--- src/rtl/vga_rx_monitor.sv ---
`default_nettype none
// ============================================================================
//  Module      : vga_rx_monitor
//  Description : Receive-side checker for a 640x480@60 VGA pattern source.
//                Measures line period, hsync width and lines per frame. Tracks
//                sync health with a lock state machine and signs every frame
//                with a CRC-16-CCITT over the visible 6-bit RGB symbols.
//  Revision    : 1.0  initial release
// ============================================================================
module vga_rx_monitor #(
    parameter int H_TOTAL_EXP = 800,
    parameter int H_SYNC_EXP  = 96,
    parameter int V_TOTAL_EXP = 525,
    parameter int H_VIS_OFS   = 143,
    parameter int H_VISIBLE   = 640,
    parameter int V_VIS_OFS   = 35,
    parameter int V_VISIBLE   = 480,
    parameter int LOCK_FRAMES = 2
) (
    input  logic        clk,
    input  logic        rst_n,
    input  logic        ena,
    input  logic [7:0]  vga_in,
    input  logic        err_clr,
    output logic        locked,
    output logic        frame_done,
    output logic        err,
    output logic [15:0] crc,
    output logic [9:0]  h_total_meas,
    output logic [6:0]  h_sync_meas,
    output logic [9:0]  v_total_meas
);

    localparam logic [10:0] H_TOTAL_W = 11'(H_TOTAL_EXP);
    localparam logic [6:0]  H_SYNC_W  = 7'(H_SYNC_EXP);
    localparam logic [9:0]  V_TOTAL_W = 10'(V_TOTAL_EXP);
    localparam logic [10:0] H_VIS_LO  = 11'(H_VIS_OFS);
    localparam logic [10:0] H_VIS_HI  = 11'(H_VIS_OFS + H_VISIBLE);
    localparam logic [10:0] V_VIS_LO  = 11'(V_VIS_OFS);
    localparam logic [10:0] V_VIS_HI  = 11'(V_VIS_OFS + V_VISIBLE);
    localparam logic [2:0]  LOCK_W    = 3'(LOCK_FRAMES);
    localparam logic [15:0] CRC_INIT  = 16'hFFFF;
    localparam logic [15:0] CRC_POLY  = 16'h1021;
    localparam logic [9:0]  HCOUNT_MAX = 10'd1023;
    localparam logic [6:0]  HLOW_MAX   = 7'd127;

    typedef enum logic [1:0] {
        IDLE   = 2'd0,
        ACQ    = 2'd1,
        LOCKED = 2'd2
    } state_t;

    // Six CCITT shift steps, symbol MSB first.
    function automatic logic [15:0] crc16_step6(input logic [15:0] c_in,
                                                input logic [5:0]  d);
        logic [15:0] c;
        logic        fb;
        c = c_in;
        for (int i = 5; i >= 0; i--) begin
            fb = c[15] ^ d[i];
            c  = {c[14:0], 1'b0};
            if (fb) begin
                c = c ^ CRC_POLY;
            end
        end
        return c;
    endfunction

    // Input sampling and previous sync levels
    logic [7:0]  s;
    logic        hs_d;
    logic        vs_d;
    logic        hs_fall;
    logic        hs_rise;
    logic        vs_fall;

    // Measurement counters
    logic [9:0]  hcount;
    logic [10:0] hcount_inc;
    logic [6:0]  hlow;
    logic [9:0]  vlines;
    logic        bad;
    logic        line_bad;
    logic        sync_bad;
    logic        frame_bad;
    logic        watchdog;

    // Pixel signature
    logic        visible;
    logic [5:0]  sym;
    logic [15:0] crc_run;
    logic [15:0] crc_next;

    // Lock state machine
    state_t      state;
    state_t      state_next;
    logic [2:0]  good_cnt;
    logic [2:0]  good_cnt_next;
    logic [2:0]  good_cnt_inc;
    logic        err_set;
    logic        publish;

    assign hs_fall  = hs_d & ~s[7];
    assign hs_rise  = ~hs_d & s[7];
    assign vs_fall  = vs_d & ~s[3];

    assign hcount_inc = {1'b0, hcount} + 11'd1;
    assign line_bad   = hs_fall && (hcount_inc != H_TOTAL_W);
    assign sync_bad   = hs_rise && (hlow != H_SYNC_W);
    // Events landing on the vs_fall cycle still belong to the frame being closed.
    assign frame_bad  = bad || line_bad || sync_bad || (vlines != V_TOTAL_W);
    assign watchdog   = (hcount == HCOUNT_MAX);

    assign visible  = ({1'b0, hcount} >= H_VIS_LO) && ({1'b0, hcount} < H_VIS_HI) &&
                      ({1'b0, vlines} >= V_VIS_LO) && ({1'b0, vlines} < V_VIS_HI);
    assign sym      = {s[0], s[4], s[1], s[5], s[2], s[6]};
    assign crc_next = crc16_step6(crc_run, sym);

    assign good_cnt_inc = good_cnt + 3'd1;
    assign publish      = vs_fall && (state != IDLE);
    assign locked       = (state == LOCKED);

    // Lock state register
    always_ff @(posedge clk or negedge rst_n) begin
        if (!rst_n) begin
            state    <= IDLE;
            good_cnt <= 3'd0;
        end else if (!ena) begin
            state    <= IDLE;
            good_cnt <= 3'd0;
        end else begin
            state    <= state_next;
            good_cnt <= good_cnt_next;
        end
    end

    // Lock next-state: watchdog overrides frame verdicts
    always_comb begin
        state_next    = state;
        good_cnt_next = good_cnt;
        err_set       = 1'b0;
        if (watchdog) begin
            state_next    = IDLE;
            good_cnt_next = 3'd0;
            err_set       = (state == LOCKED);
        end else if (vs_fall) begin
            case (state)
                IDLE: begin
                    state_next    = ACQ;
                    good_cnt_next = 3'd0;
                end
                ACQ: begin
                    if (frame_bad) begin
                        good_cnt_next = 3'd0;
                    end else begin
                        good_cnt_next = good_cnt_inc;
                        if (good_cnt_inc == LOCK_W) begin
                            state_next = LOCKED;
                        end
                    end
                end
                LOCKED: begin
                    if (frame_bad) begin
                        state_next    = ACQ;
                        good_cnt_next = 3'd0;
                        err_set       = 1'b1;
                    end
                end
                default: begin
                    state_next    = IDLE;
                    good_cnt_next = 3'd0;
                end
            endcase
        end
    end

    // Pin sampling, timing measurement, running CRC and published results
    always_ff @(posedge clk or negedge rst_n) begin
        if (!rst_n) begin
            s            <= 8'hFF;
            hs_d         <= 1'b1;
            vs_d         <= 1'b1;
            hcount       <= 10'd0;
            hlow         <= 7'd0;
            vlines       <= 10'd0;
            bad          <= 1'b0;
            crc_run      <= CRC_INIT;
            crc          <= 16'd0;
            frame_done   <= 1'b0;
            err          <= 1'b0;
            h_total_meas <= 10'd0;
            h_sync_meas  <= 7'd0;
            v_total_meas <= 10'd0;
        end else if (!ena) begin
            s            <= 8'hFF;
            hs_d         <= 1'b1;
            vs_d         <= 1'b1;
            hcount       <= 10'd0;
            hlow         <= 7'd0;
            vlines       <= 10'd0;
            bad          <= 1'b0;
            crc_run      <= CRC_INIT;
            crc          <= 16'd0;
            frame_done   <= 1'b0;
            err          <= 1'b0;
            h_total_meas <= 10'd0;
            h_sync_meas  <= 7'd0;
            v_total_meas <= 10'd0;
        end else begin
            s    <= vga_in;
            hs_d <= s[7];
            vs_d <= s[3];

            if (hs_fall) begin
                h_total_meas <= hcount_inc[9:0];
                hcount       <= 10'd0;
            end else if (hcount != HCOUNT_MAX) begin
                hcount <= hcount + 10'd1;
            end

            if (hs_rise) begin
                h_sync_meas <= hlow;
                hlow        <= 7'd0;
            end else if (!s[7] && (hlow != HLOW_MAX)) begin
                hlow <= hlow + 7'd1;
            end

            if (vs_fall) begin
                v_total_meas <= vlines;
                vlines       <= hs_fall ? 10'd1 : 10'd0;
            end else if (hs_fall) begin
                vlines <= vlines + 10'd1;
            end

            if (vs_fall) begin
                bad <= 1'b0;
            end else if (line_bad || sync_bad) begin
                bad <= 1'b1;
            end

            if (vs_fall) begin
                crc_run <= CRC_INIT;
            end else if (visible) begin
                crc_run <= crc_next;
            end

            frame_done <= publish;
            if (publish) begin
                crc <= crc_run;
            end

            if (err_set) begin
                err <= 1'b1;
            end else if (err_clr) begin
                err <= 1'b0;
            end
        end
    end

endmodule
`default_nettype wire

--- config.mk ---
export PLATFORM = sky130hd
export DESIGN_NAME = vga_rx_monitor
export DESIGN_NICKNAME = d
export VERILOG_FILES = /design/src/rtl/vga_rx_monitor.sv
export SDC_FILE = /design/constraint.sdc
export NUM_CORES = 1
export LEC_CHECK = 0
export ABC_AREA = 1
export CAP_MARGIN = 5
export CELL_PAD_IN_SITES_DETAIL_PLACEMENT = 1
export CELL_PAD_IN_SITES_GLOBAL_PLACEMENT = 2
export CORE_AREA = 2 2 118 120
export DETAILED_ROUTE_END_ITERATION = 7
export DIE_AREA = 0 0 120 122
export PLACE_DENSITY = 0.81
export SLEW_MARGIN = 40
export SYNTH_ARGS = -nofsm -noshare
export SYNTH_HDL_FRONTEND = slang
export SYNTH_SLANG_ARGS = --single-unit
--- constraint.sdc ---
create_clock -name clk -period 5.5 [get_ports clk]
set_input_delay 1.1 -clock clk [delete_from_list [all_inputs] [get_ports clk]]
set_output_delay 1.1 -clock clk [all_outputs]
set_load 0.01 [all_outputs]
==> flow_metrics.tcl <==
set metrics [dict create \
    status "complete, no violations" \
    die_h_um 122 \
    rr_worst_depth 6 \
    cts_tree "built" \
    ys_types 43 \
    irDropWorstVdd_v 0.000121 \
    clk_latency_ns 0.35 \
    die-area_sq_um 14600 \
    crit_required_ns 5.74 \
    detail-route-antenna-nets 0 \
    num_rows 43 \
    synth.yosys.warnings 0 \
    syn_nets 547 \
    cts.htree.levels 3 \
    cts_inserted_buffers 9 \
    grt_overflow_total 0 \
    crit_end "hlow[4]" \
    fin_nets 606 \
    reg2reg_slack_ns 2.97 \
    routed_wl_mm 12.8 \
    setup_tns_ns 0 \
    drt-wirelength-per-cell_um 16.5 \
    dr.pass1.iters 4 \
    die_x_um 120 \
    timing.final.crit_share_pct 54.2 \
    synth-async-reset-ratio_pct 100 \
    synth-main-ff-cell "dfrtp_1" \
    start_util_pct 35.8 \
    io_buffers 57 \
    grt_pass1_wl_mm 21.4 \
    hold_class "flop to flop" \
    io_pins 58 \
    crit_arrival_ns 3.22 \
    drcViolationCount 0 \
    grtUsageTotal_pct 18.6 \
    cap_violations 0 \
    yosysTopAreaCell "dfrtp_1" \
    clock_sink_count 104 \
    ys_seq_elements 104 \
    synthCells 528 \
    fin_area_sq_um 5900 \
    grt_pass1_vias 4245 \
    holdBufCountCts 0 \
    synth.avg_cell_area_sq_um 9.16 \
    dp_hpwl_mm 9.05 \
    fmax_ghz 0.335 \
    gp_congestion 0.783 \
    core_sq_um 13500 \
    synth_top_area_share_pct 40.4 \
    layout-drive-gt1-share_pct 15.5 \
    vias_per_cell 5.06 \
    p_total_mw 1.63 \
    synth_edf_count 0 \
    startpoint "ena" \
    crit_type "primary input to flop" \
    worstMarginPinSlew_ns 0.737 \
    worstPathMaxFanout 32 \
    slew_headroom_pct 50.9 \
    grt_max_degree 56 \
    antennaDiodeCount 0 \
    endpoint_kind "flop" \
    power.leakage_nw 2.59 \
    drtIter0Drc 165 \
    reg2reg_from "vs_d" \
    rsz0062_at_grt "false" \
    worstReg2RegEnd "crc[7]" \
    setup_violations 0 \
    period_needed_ns 2.98 \
    dpl_cell_area_sq_um 5600 \
    area_delta_synth_final_pct 22.0 \
    start_kind "primary input" \
    clock_skew_ns 0.00671 \
    route.vias.total 3908 \
    report.final.slew_viol_count 0 \
    ctsResizeCount 0 \
    post_cts_buffers 0 \
    hold-path-cell-count 2 \
    clockRootBuffer "clkbuf_16" \
    power.density_nw_per_um2 277 \
    antenna_found_initial 0 \
    path_clk_slew_ns 0.07 \
    ys_seq_area_share_pct 54.5 \
    max-clock-path-buffers 2 \
    synth_area_leaders "dfrtp_1, dfstp_2, nand2_1, a21oi_1, o21ai_0" \
    syn_area_sq_um 4830 \
    final_hold_viol_count 0 \
]
[power by group]
| group | leakage [nW] | switching, mW | internal (mW) |
|---|---|---|---|
| clock | 0.138 | 0.293 | 0.351 |
| combinational | 1.10 | 0.106 | 0.0624 |
| sequential | 1.35 | 0.0197 | 0.799 |
| total | 2.59 | 0.419 | 1.21 |
[sequential cells by signal (all words and copies together) (netlist names), 2 cells and up]
signal,flops
h_total_meas,10
v_total_meas,10
h_sync_meas,7
hlow,7
hcount,10
s,8
vlines,10
good_cnt,3
crc,16
state,2
crc_run,16
[kinds of logic after synthesis]
logic type | count (synthesis) | synth area share (%)
buf+inv | 75 | 5.95
compound gates | 117 | 13.4
fa+ha+maj | 7 | 1.81
simple gates | 205 | 20.8
xor+xnor | 20 | 3.62
flops | 104 | 54.5
[critical path: stages]
cell and delay [ns]:
clkdlybuf4s50_1 0.45, buf_4 0.35, inv_2 0.27, nor2_2 0.43, nand2_1 0.21, nand3_1 0.13
nor2_1 0.05, o221a_2 0.22
[worst min path at each step]
| stage | start | end | slack, ns |
|---|---|---|---|
| after global routing | s[3] | vs_d | 0.51 |
| after detailed placement | h_total_meas[0] | h_total_meas[0] | 0.47 |
| after floorplan | s[3] | vs_d | 0.44 |
| final | h_total_meas[0] | h_total_meas[0] | 0.49 |
| after global placement | s[3] | vs_d | 0.45 |
| after CTS | s[3] | vs_d | 0.49 |
[cell usage in the layout (no fill, tap or decap), types with 10 or more instances in the layout]
cell type,Yosys,final
nand3_1,34,33
nand2_2,10,10
dfrtp_1,78,78
dfstp_2,26,26
clkdlybuf4s50_1,0,56
nor2_1,22,22
o21ai_0,41,41
a21oi_1,44,44
nand2_1,91,91
o21ai_1,11,11
inv_1,54,54
xor2_1,11,11
nor3_1,10,10
[metrics by stage]
stage	setup slack, ns	hold slack [ns]	std cells	utilization, %
floorplan	3.48	0.440	528	-
global placement	2.18	0.448	756	41.5
detailed placement	2.10	0.472	756	41.5
CTS	2.48	0.488	772	43.6
global route	2.30	0.513	772	43.7
finish	2.52	0.485	772	43.7
[synth_stat cells (2+ instances only)]
cell type / count
nand2_1: 91
dfrtp_1: 78
inv_1: 54
a21oi_1: 44
o21ai_0: 41
nand3_1: 34
dfstp_2: 26
nor2_1: 22
o21ai_1: 11
xor2_1: 11
nand2_2: 10
nor3_1: 10
nor2_2: 9
xnor2_1: 9
clkbuf_1: 8
or2_2: 8
ha_1: 7
nand4_1: 7
inv_2: 5
o31ai_1: 5
a221oi_1: 3
nand2_4: 3
nand3_2: 3
o22ai_1: 3
a211oi_1: 2
a31oi_1: 2
buf_1: 2
buf_2: 2
clkinv_1: 2
nand3b_1: 2
nor4_1: 2
[per-layer routing]
metal | track usage, % | share of wire, %
met1 | 24.6 | 47
met2 | 31.2 | 49
met3 | 2.57 | 2.6
met4 | 6.62 | 1.5
met5 | 0 | 0
[cell type report]
class	instances	area [sq um]
clock buffers	10	229
clock inverters	6	60.1
fillers	1572	7610
inverters	63	240
multi-input cells	349	1920
flip-flops and latches	104	2640
well taps	180	225
repair buffers	60	591
Note: power is estimated with default switching activity, not from simulation.
